### config.mk
export PLATFORM = sky130hd
export DESIGN_NAME = mlp_layer_sequencer
export DESIGN_NICKNAME = d
export VERILOG_FILES = /design/src/rtl/mlp_layer_sequencer.sv
export SDC_FILE = /design/constraint.sdc
export NUM_CORES = 1
export LEC_CHECK = 0
export ABC_AREA = 1
export CAP_MARGIN = 20
export CORE_MARGIN = 2
export CORE_UTILIZATION = 42
export CTS_CLUSTER_SIZE = 8
export DETAILED_ROUTE_END_ITERATION = 12
export PLACE_DENSITY = 0.68
export SETUP_SLACK_MARGIN = 0.2
export SLEW_MARGIN = 20
export SYNTH_ARGS = -nofsm -noshare
export SYNTH_HDL_FRONTEND = slang
export SYNTH_SLANG_ARGS = --single-unit
export TNS_END_PERCENT = 10
### constraint.sdc
create_clock -name clk -period 16.8 [get_ports clk]
set_input_delay 1.68 -clock clk [delete_from_list [all_inputs] [get_ports clk]]
set_output_delay 1.68 -clock clk [all_outputs]
set_load 0.05 [all_outputs]
### src/rtl/mlp_layer_sequencer.sv
// mlp_layer_sequencer
//
// Runs a multi-layer MLP inference on the shared matrix-vector datapath.
// A small configuration table holds per-layer output count and weight base.
// For each layer the sequencer resets the datapath, launches it, waits for
// completion, latches the flattened result bus and streams the words into
// the ping-pong activation buffer that the next layer reads.
//
// Build option: define MLP_SEQ_RELU_EN to clamp negative words to zero on
// every layer except the last of the run (the last layer writes raw logits).
//
// Ports
//   clk, rst                  clock, synchronous active-high reset
//   cfg_we/cfg_layer/
//   cfg_out_size/cfg_wgt_base config table write port (ignored while busy)
//   start, num_layers         run request and layer count
//   mm_done, mm_result        datapath completion level and result bus
//   busy, done                run in progress, end-of-run pulse
//   layer_idx                 current layer
//   mm_rst, mm_start          datapath reset and start pulses
//   mm_wgt_base, mm_in_bank   weight base and input bank for the datapath
//   act_we/act_bank/
//   act_addr/act_wdata        activation buffer write port
//   result_bank               bank holding final outputs
//
// state  | meaning
// IDLE   | waiting for start
// CLEAR  | datapath reset pulse (clears its held done)
// LAUNCH | datapath start pulse
// WAIT   | waiting for mm_done, latch results
// WRITE  | stream one result word per cycle
// NEXT   | swap banks, advance layer
// FINISH | done pulse, back to IDLE

module mlp_layer_sequencer #(
   parameter int DATA_WIDTH = 27,
   parameter int NUM_LAYERS = 3,
   parameter int MAX_OUT    = 10,
   parameter int ADDR_WIDTH = 16
) (
   input  logic                              clk,
   input  logic                              rst,
   input  logic                              cfg_we,
   input  logic [$clog2(NUM_LAYERS)-1:0]     cfg_layer,
   input  logic [$clog2(MAX_OUT+1)-1:0]      cfg_out_size,
   input  logic [ADDR_WIDTH-1:0]             cfg_wgt_base,
   input  logic                              start,
   input  logic [$clog2(NUM_LAYERS+1)-1:0]   num_layers,
   input  logic                              mm_done,
   input  logic [MAX_OUT*DATA_WIDTH-1:0]     mm_result,
   output logic                              busy,
   output logic                              done,
   output logic [$clog2(NUM_LAYERS)-1:0]     layer_idx,
   output logic                              mm_rst,
   output logic                              mm_start,
   output logic [ADDR_WIDTH-1:0]             mm_wgt_base,
   output logic                              mm_in_bank,
   output logic                              act_we,
   output logic                              act_bank,
   output logic [$clog2(MAX_OUT)-1:0]        act_addr,
   output logic [DATA_WIDTH-1:0]             act_wdata,
   output logic                              result_bank
);

   localparam int LW  = $clog2(NUM_LAYERS);
   localparam int LW1 = LW + 1;
   localparam int NW  = $clog2(NUM_LAYERS + 1);
   localparam int OW  = $clog2(MAX_OUT + 1);
   localparam int AW  = $clog2(MAX_OUT);

   localparam logic [NW-1:0]  NUM_LAYERS_N = NW'(NUM_LAYERS);
   localparam logic [LW1-1:0] NUM_LAYERS_C = LW1'(NUM_LAYERS);
   localparam logic [OW-1:0]  MAX_OUT_N    = OW'(MAX_OUT);

   typedef enum logic [2:0] {
      IDLE, CLEAR, LAUNCH, WAIT, WRITE, NEXT, FINISH
   } state_t;

   state_t                 state_q, state_d;
   logic [NW-1:0]          layer_q, layer_d;
   logic [NW-1:0]          num_q, num_d;
   logic                   in_bank_q, in_bank_d;
   logic                   result_bank_q, result_bank_d;
   logic [AW-1:0]          addr_q, addr_d;
   logic                   latch_en;
   logic [DATA_WIDTH-1:0]  res_q [MAX_OUT];

   logic [OW-1:0]          tbl_out_q  [NUM_LAYERS];
   logic [ADDR_WIDTH-1:0]  tbl_base_q [NUM_LAYERS];

   logic                   layer_valid;
   logic [OW-1:0]          cur_out;
   logic [ADDR_WIDTH-1:0]  cur_base;
   logic [OW-1:0]          addr_ext;
   logic [DATA_WIDTH-1:0]  word_sel;
   logic [DATA_WIDTH-1:0]  word_wr;

   // layer_q reaches num_layers in FINISH, which may be one past the table
   assign layer_valid = (layer_q < NUM_LAYERS_N);
   assign cur_out     = layer_valid ? tbl_out_q[layer_q[LW-1:0]]  : '0;
   assign cur_base    = layer_valid ? tbl_base_q[layer_q[LW-1:0]] : '0;
   assign addr_ext    = OW'(addr_q);
   assign word_sel    = res_q[addr_q];

`ifdef MLP_SEQ_RELU_EN
   logic last_layer;
   assign last_layer = ((layer_q + NW'(1)) == num_q);
   assign word_wr    = (!last_layer && word_sel[DATA_WIDTH-1]) ? '0 : word_sel;
`else
   assign word_wr    = word_sel;
`endif

   always_comb begin
      state_d       = state_q;
      layer_d       = layer_q;
      num_d         = num_q;
      in_bank_d     = in_bank_q;
      addr_d        = addr_q;
      result_bank_d = result_bank_q;
      latch_en      = 1'b0;
      busy          = 1'b1;
      done          = 1'b0;
      mm_rst        = 1'b0;
      mm_start      = 1'b0;
      act_we        = 1'b0;

      case (state_q)
         IDLE: begin
            busy = 1'b0;
            if (start) begin
               num_d     = num_layers;
               layer_d   = '0;
               in_bank_d = 1'b0;
               if ((num_layers == '0) || (num_layers > NUM_LAYERS_N))
                  state_d = FINISH;
               else
                  state_d = CLEAR;
            end
         end
         CLEAR: begin
            mm_rst  = 1'b1;
            state_d = LAUNCH;
         end
         LAUNCH: begin
            mm_start = 1'b1;
            state_d  = WAIT;
         end
         WAIT: begin
            if (mm_done) begin
               latch_en = 1'b1;
               addr_d   = '0;
               state_d  = (cur_out == '0) ? NEXT : WRITE;
            end
         end
         WRITE: begin
            act_we = 1'b1;
            if ((addr_ext + OW'(1)) == cur_out)
               state_d = NEXT;
            else
               addr_d = addr_q + AW'(1);
         end
         NEXT: begin
            layer_d   = layer_q + NW'(1);
            in_bank_d = ~in_bank_q;
            state_d   = (layer_d == num_q) ? FINISH : CLEAR;
         end
         FINISH: begin
            done    = 1'b1;
            state_d = IDLE;
         end
         default: begin
            busy    = 1'b0;
            state_d = IDLE;
         end
      endcase

      // capture the bank the run ends on, held afterwards for the host
      if (state_d == FINISH)
         result_bank_d = in_bank_d;
   end

   always_ff @(posedge clk) begin
      if (rst) begin
         state_q       <= IDLE;
         layer_q       <= '0;
         num_q         <= '0;
         in_bank_q     <= 1'b0;
         result_bank_q <= 1'b0;
         addr_q        <= '0;
         for (int k = 0; k < MAX_OUT; k++)
            res_q[k] <= '0;
      end else begin
         state_q       <= state_d;
         layer_q       <= layer_d;
         num_q         <= num_d;
         in_bank_q     <= in_bank_d;
         result_bank_q <= result_bank_d;
         addr_q        <= addr_d;
         if (latch_en) begin
            for (int k = 0; k < MAX_OUT; k++)
               res_q[k] <= mm_result[k*DATA_WIDTH +: DATA_WIDTH];
         end
      end
   end

   always_ff @(posedge clk) begin
      if (rst) begin
         for (int i = 0; i < NUM_LAYERS; i++) begin
            tbl_out_q[i]  <= '0;
            tbl_base_q[i] <= '0;
         end
      end else if (cfg_we && !busy && ({1'b0, cfg_layer} < NUM_LAYERS_C)) begin
         tbl_out_q[cfg_layer]  <= (cfg_out_size > MAX_OUT_N) ? MAX_OUT_N : cfg_out_size;
         tbl_base_q[cfg_layer] <= cfg_wgt_base;
      end
   end

   assign layer_idx   = layer_q[LW-1:0];
   assign mm_in_bank  = in_bank_q;
   assign act_bank    = ~in_bank_q;
   assign mm_wgt_base = busy ? cur_base : '0;
   // address and data read as zero outside WRITE so idle outputs stay clean
   assign act_addr    = act_we ? addr_q  : '0;
   assign act_wdata   = act_we ? word_wr : '0;
   assign result_bank = result_bank_q;

endmodule

# Word level (Yosys, flattened, before mapping)
# Memories as Yosys holds them, arrays and structs flattened. A register that Yosys moved wholly into a read port is not among the register bits.
# Cells that the tools add are included.
# word_totals
out_inout_bits	57
latchBits	0
mem_count	3
inputBits	299
romBits	0
ff_bits	13
mem_bits_rw	330
# mem_list
memory	depth	width	rd	rd_ports_with_merged_regs	wr	line_no	text
res_q	10	27	1	1	10	86	logic [DATA_WIDTH-1:0] res_q [MAX_OUT];
tbl_base_q	3	16	1	1	3	89	logic [ADDR_WIDTH-1:0] tbl_base_q [NUM_LAYERS];
tbl_out_q	3	4	1	1	3	88	logic [OW-1:0] tbl_out_q [NUM_LAYERS];
# classes
div_mod_pow	0
mul	0
n_eq_ne	12
bitwise_logic	11
n_lt_le_gt_ge	4
shifts	0
addsub	2
reduce_logical	15
mux	57
# op_table
cell	n
27-bit two-way mux	11
16-bit two-way mux	3
4-bit two-way mux	8
1-bit two-way mux	19
3-bit one-hot mux with 6 select lines	1
16-bit OR reduction	1
3-bit two-way mux	5
2-bit two-way mux	7
3-bit equality test, second input constant	4
1-bit bitwise OR	10
4-bit one-hot mux with 2 select lines	1
3-bit by 2-bit equality test with 1-bit output, second input constant	2
2-bit inequality test, second input constant	3
6-bit OR reduction	1
4-bit by 1-bit adder with 4-bit output, second input constant	1
4-bit equality test	1
4-bit > comparator, second input constant	1
4-bit logical NOT	1
2-bit less-than comparator, second input constant	2
2-bit one-hot mux with 2 select lines	1
2-bit AND reduction	2
2-bit nonzero test	2
4-bit OR reduction	1
3-bit by 1-bit equality test with 1-bit output, second input constant	1
11 further kinds	12

# Longest topological paths before layout
# logic_depth
depth_word	11
depth_mapped	13
mapped_depth_nobuf	12

# Worst setup path before layout
# OpenSTA, ideal clock, no wires.
# synth_path
path_kind	input port to flip-flop
from	input port rst
to	memory res_q[0][0], enable pin
setup_slack_ps	8363
path_stages	3
required_ps	14728
arrival_time_ps	6365
setup_time_ps	2072
path_cell_list	buf_2 -> clkinv_1 -> nand2_1
# synth_lines
item	line_no	text
start, declared	42	input logic rst,
end, declared	86	

==> results by group <==
Detailed routing
  • First-pass DRT Iterations: 6
  • DR WL/cell: 17.6 um
  • Total number of vias: 13.2k
  • Antenna viol nets, final: 0
  • 1st-iter DRT viols: 1083
  • Avg Vias per Cell: 4.88
  • Highest layer used for signal routing: met5
  • Met1 wire length: 18600 um
  • Met3 Routed Length: 3390 um
  • # DRC: 0
  • Final wirelength: 47800 um
  • Met2 routed wirelength: 24300 um

Synth
  • Library cells used by synthesis: 31
  • #FFs+latches synth: 369
  • Yosys top cell area share: 60.8%
  • Yosys Warn Count: 0
  • Top post-synthesis cells by area: edfxtp_1 61%, nor2_1 9.0%, inv_1 8.9%, o21ai_0 4.8%, a21oi_1 3.9%
  • Mapped cell area: 0.0173 mm2
  • Seq/Total Area, Yosys: 63.0%
  • Synth area leader: edfxtp_1
  • Syn_area_per_cell: 9.54 um2
  • Synth Instances: 1814

Floorplan
  • Die H: 207 um
  • Horiz. Die Dim: 207 um
  • Io pins: 356
  • Starting Density: 42.5%
  • Die area: 0.0428 mm2
  • Row cnt: 74
  • Core Area: 0.0407 mm2

Clock tree
  • Htree depth: 2
  • Total setup buffers inserted after CTS: 0
  • CTS Hold Buffers Added: 0
  • TritonCTS buffer count: 52
  • Sink Count: 369
  • Clock transition at path regs: 50 ps
  • Clock Latency Late Sink: 580 ps
  • Root buffer cell: clkbuf_16
  • Clk buf depth: 3
  • CTS tree: yes
  • CTS resizes: 0

Global route
  • GRT Residual Overflow: 0
  • GR Util All Layers: 21.7%
  • Vias in the first global route: 12.8k
  • Largest net degree at the start of global routing: 118
  • First-pass GRT wire length: 70000 um
  • Number of antenna violations at the first check in global routing: 7

Timing
  • Least-Margin Pin Slew: 1090 ps
  • Max Slew Vio Count: 0
  • Setup_tns: 0 ps
  • Worst setup margin: 10830 ps
  • Clock skew: 18.1 ps
  • Tmin final: 5970 ps
  • Max Freq: 0.168 GHz
  • Final setup violation count: 0
  • RSZ-0062 raised after global routing: false
  • Final hold vios: 0
  • Slew HR: 27.3%
  • Period utilization: 35.5%

Pwr
  • Pleak: 9.56 nW
  • Power per cell area: 103 mW/mm2
  • VDD IR-drop max: 87.0 uV

Critical path
  • CP Capture Type: primary output
  • CP Data Required Time: 15120 ps
  • Setup crit start kind: flop
  • R2r worst-path depth: 6
  • Worst reg2reg endpoint: res_q[0][22]$_SDFFCE_PN0P_
  • CP Max Fanout: 84
  • Arrival time worst endpoint: 4290 ps
  • R2r startpoint: state_q[0]$_SDFF_PP0_
  • Crit Path Class: reg2out
  • R2R Setup Slk: 13020 ps

Place
  • Detailed placement HPWL: 32500 um
  • # port buffers: 355
  • Placer Congestion: 0.896
  • Post-place setup slack: 10900 ps

Min path
  • HP Start: num_q[0]$_SDFFE_PP0P_
  • Hold Crit Endpoint: num_q[0]$_SDFFE_PP0P_
  • Hold WC Path Type: reg2reg
  • Worst hold path cell count: 2

Final layout
  • Layout area overhead: 31.5%
  • NumNets Final: 2456
  • Layout cells sized above 1: 3.63%

Flow run
  • Maxcap violations: 0

Status
  • Status: completed
-- worst max-delay path: stages (launching register included) --
cell and delay [ps]:
dfxtp_4 320, buf_4 700, buf_4 820, mux2i_1 180
o211ai_1 280, o21ai_0 140, a21oi_1 370, clkdlybuf4s50_1 880
-- cell families (layout without fill, tap and decap cells) --
family / count (synthesis) / in the layout / share of synthesized area (%)
AO/OA/AOI/OAI: 335 / 335 / 10.1
multiplexers: 54 / 54 / 3.12
buffers and inverters: 511 / 855 / 11.4
XOR/XNOR: 4 / 4 / 0.203
other: 1 / 24 / 0.0217
flip-flops: 369 / 369 / 63.0
AND/OR/NAND/NOR: 538 / 538 / 12.0
adder cells (fa/ha/maj): 2 / 2 / 0.145
-- where the power goes --
part | total, W | switching [W] | leakage (nW) | internal, W
registers | 0.00108 | 0.0000147 | 3.77 | 0.00106
clock network | 0.000943 | 0.000372 | 0.699 | 0.000570
logic | 0.000312 | 0.000188 | 5.10 | 0.000124
total | 0.00233 | 0.000575 | 9.56 | 0.00176
-- cells in the final DEF (no fill, tap or decap), types with 2 or more instances in the layout --
| master | synthesis | final |
|---|---|---|
| nor3_1 | 2 | 2 |
| nand2_1 | 89 | 88 |
| inv_2 | 1 | 3 |
| clkbuf_16 | 0 | 53 |
| edfxtp_1 | 350 | 350 |
| nor2_1 | 415 | 415 |
| buf_4 | 1 | 10 |
| conb_1 | 1 | 20 |
| inv_1 | 408 | 408 |
| dfxtp_2 | 0 | 2 |
| o21ai_1 | 2 | 2 |
| nor2_2 | 2 | 2 |
| o21ai_0 | 167 | 167 |
| clkbuf_1 | 47 | 20 |
| mux2i_1 | 54 | 54 |
| nand4_1 | 2 | 2 |
| dfxtp_1 | 19 | 16 |
| xor2_1 | 3 | 3 |
| o211ai_1 | 28 | 28 |
| a21oi_1 | 135 | 135 |
| ha_1 | 2 | 2 |
| nand3_1 | 25 | 24 |
| diode_2 | 0 | 4 |
| clkdlybuf4s50_1 | 0 | 355 |
| clkinv_1 | 4 | 2 |
-- metal layers --
metal / up-vias / global-route usage, %
met4: 4 / 8.16
li1: 6451 / -
met1: 6206 / 26.8
met2: 491 / 37.5
met3: 84 / 4.29
met5: - / 0
-- how the worst max path moves through the flow --
stage               from                          to  slack (ps)  depth (start not counted)
global placement     rst  res_q[2][19]$_SDFFCE_PN0P_       11080                          5
finish              flop                act_wdata[1]       10830                          7
CTS                 flop               act_wdata[18]       10780                          7
floorplan            rst   res_q[0][0]$_SDFFCE_PN0P_        8360                          3
global route        flop                act_wdata[0]       10570                          7
detailed placement   rst  res_q[7][21]$_SDFFCE_PN0P_       10900                          6
-- cell usage after synthesis --
cell      number
nor3_1         2
nand2_1       89
inv_1        408
edfxtp_1     350
nor2_1       415
o21bai_1       1
nand3_1       25
o21ai_0      167
xnor2_1        1
nand4_1        2
a211oi_1       1
dfxtp_1       19
conb_1         1
a31oi_1        1
nand3b_1       1
buf_4          1
mux2i_1       54
buf_2         37
clkbuf_1      47
clkinv_1       4
nor2_2         2
a21oi_1      135
xor2_1         3
nand3_2        1
o211ai_1      28
nand2_2        1
inv_2          1
buf_1         12
ha_1           2
buf_6          1
o21ai_1        2
-- flip-flops by register name (all words and copies together) (netlist names), named ones only --
signal       count
tbl_out_q       16
state_q          3
result_bank      1
num_q            2
tbl_base_q      64
layer_idx        2
mm_in_bank       1
res_q          270
addr_ext         4
-- cell type report --
type,instances,area (um2)
Antenna cell,4,10.0
Sequential cell,369,10900
Clock inverter,3,55.1
Inverter,413,1550
Timing Repair Buffer,366,3640
Multi-Input combinational cell,953,4520
Fill cell,3532,18000
Tap cell,532,666
Clock buffer,73,1400
-- metrics by stage --
step / std cells / hold slack [ps] / power, W / utilization [%] / area [um2]
floorplan: 1833 / 453 / 0.00127 / - / 17400
detailed placement: 2633 / 468 / 0.00141 / 52.2 / 21300
global placement: 2633 / 457 / 0.00140 / 52.2 / 21300
global route: 2711 / 491 / 0.00242 / 55.8 / 22700
CTS: 2709 / 476 / 0.00235 / 55.8 / 22700
finish: 2713 / 482 / 0.00233 / 55.8 / 22700
No activity file was read; power rests on OpenSTA's default activity.
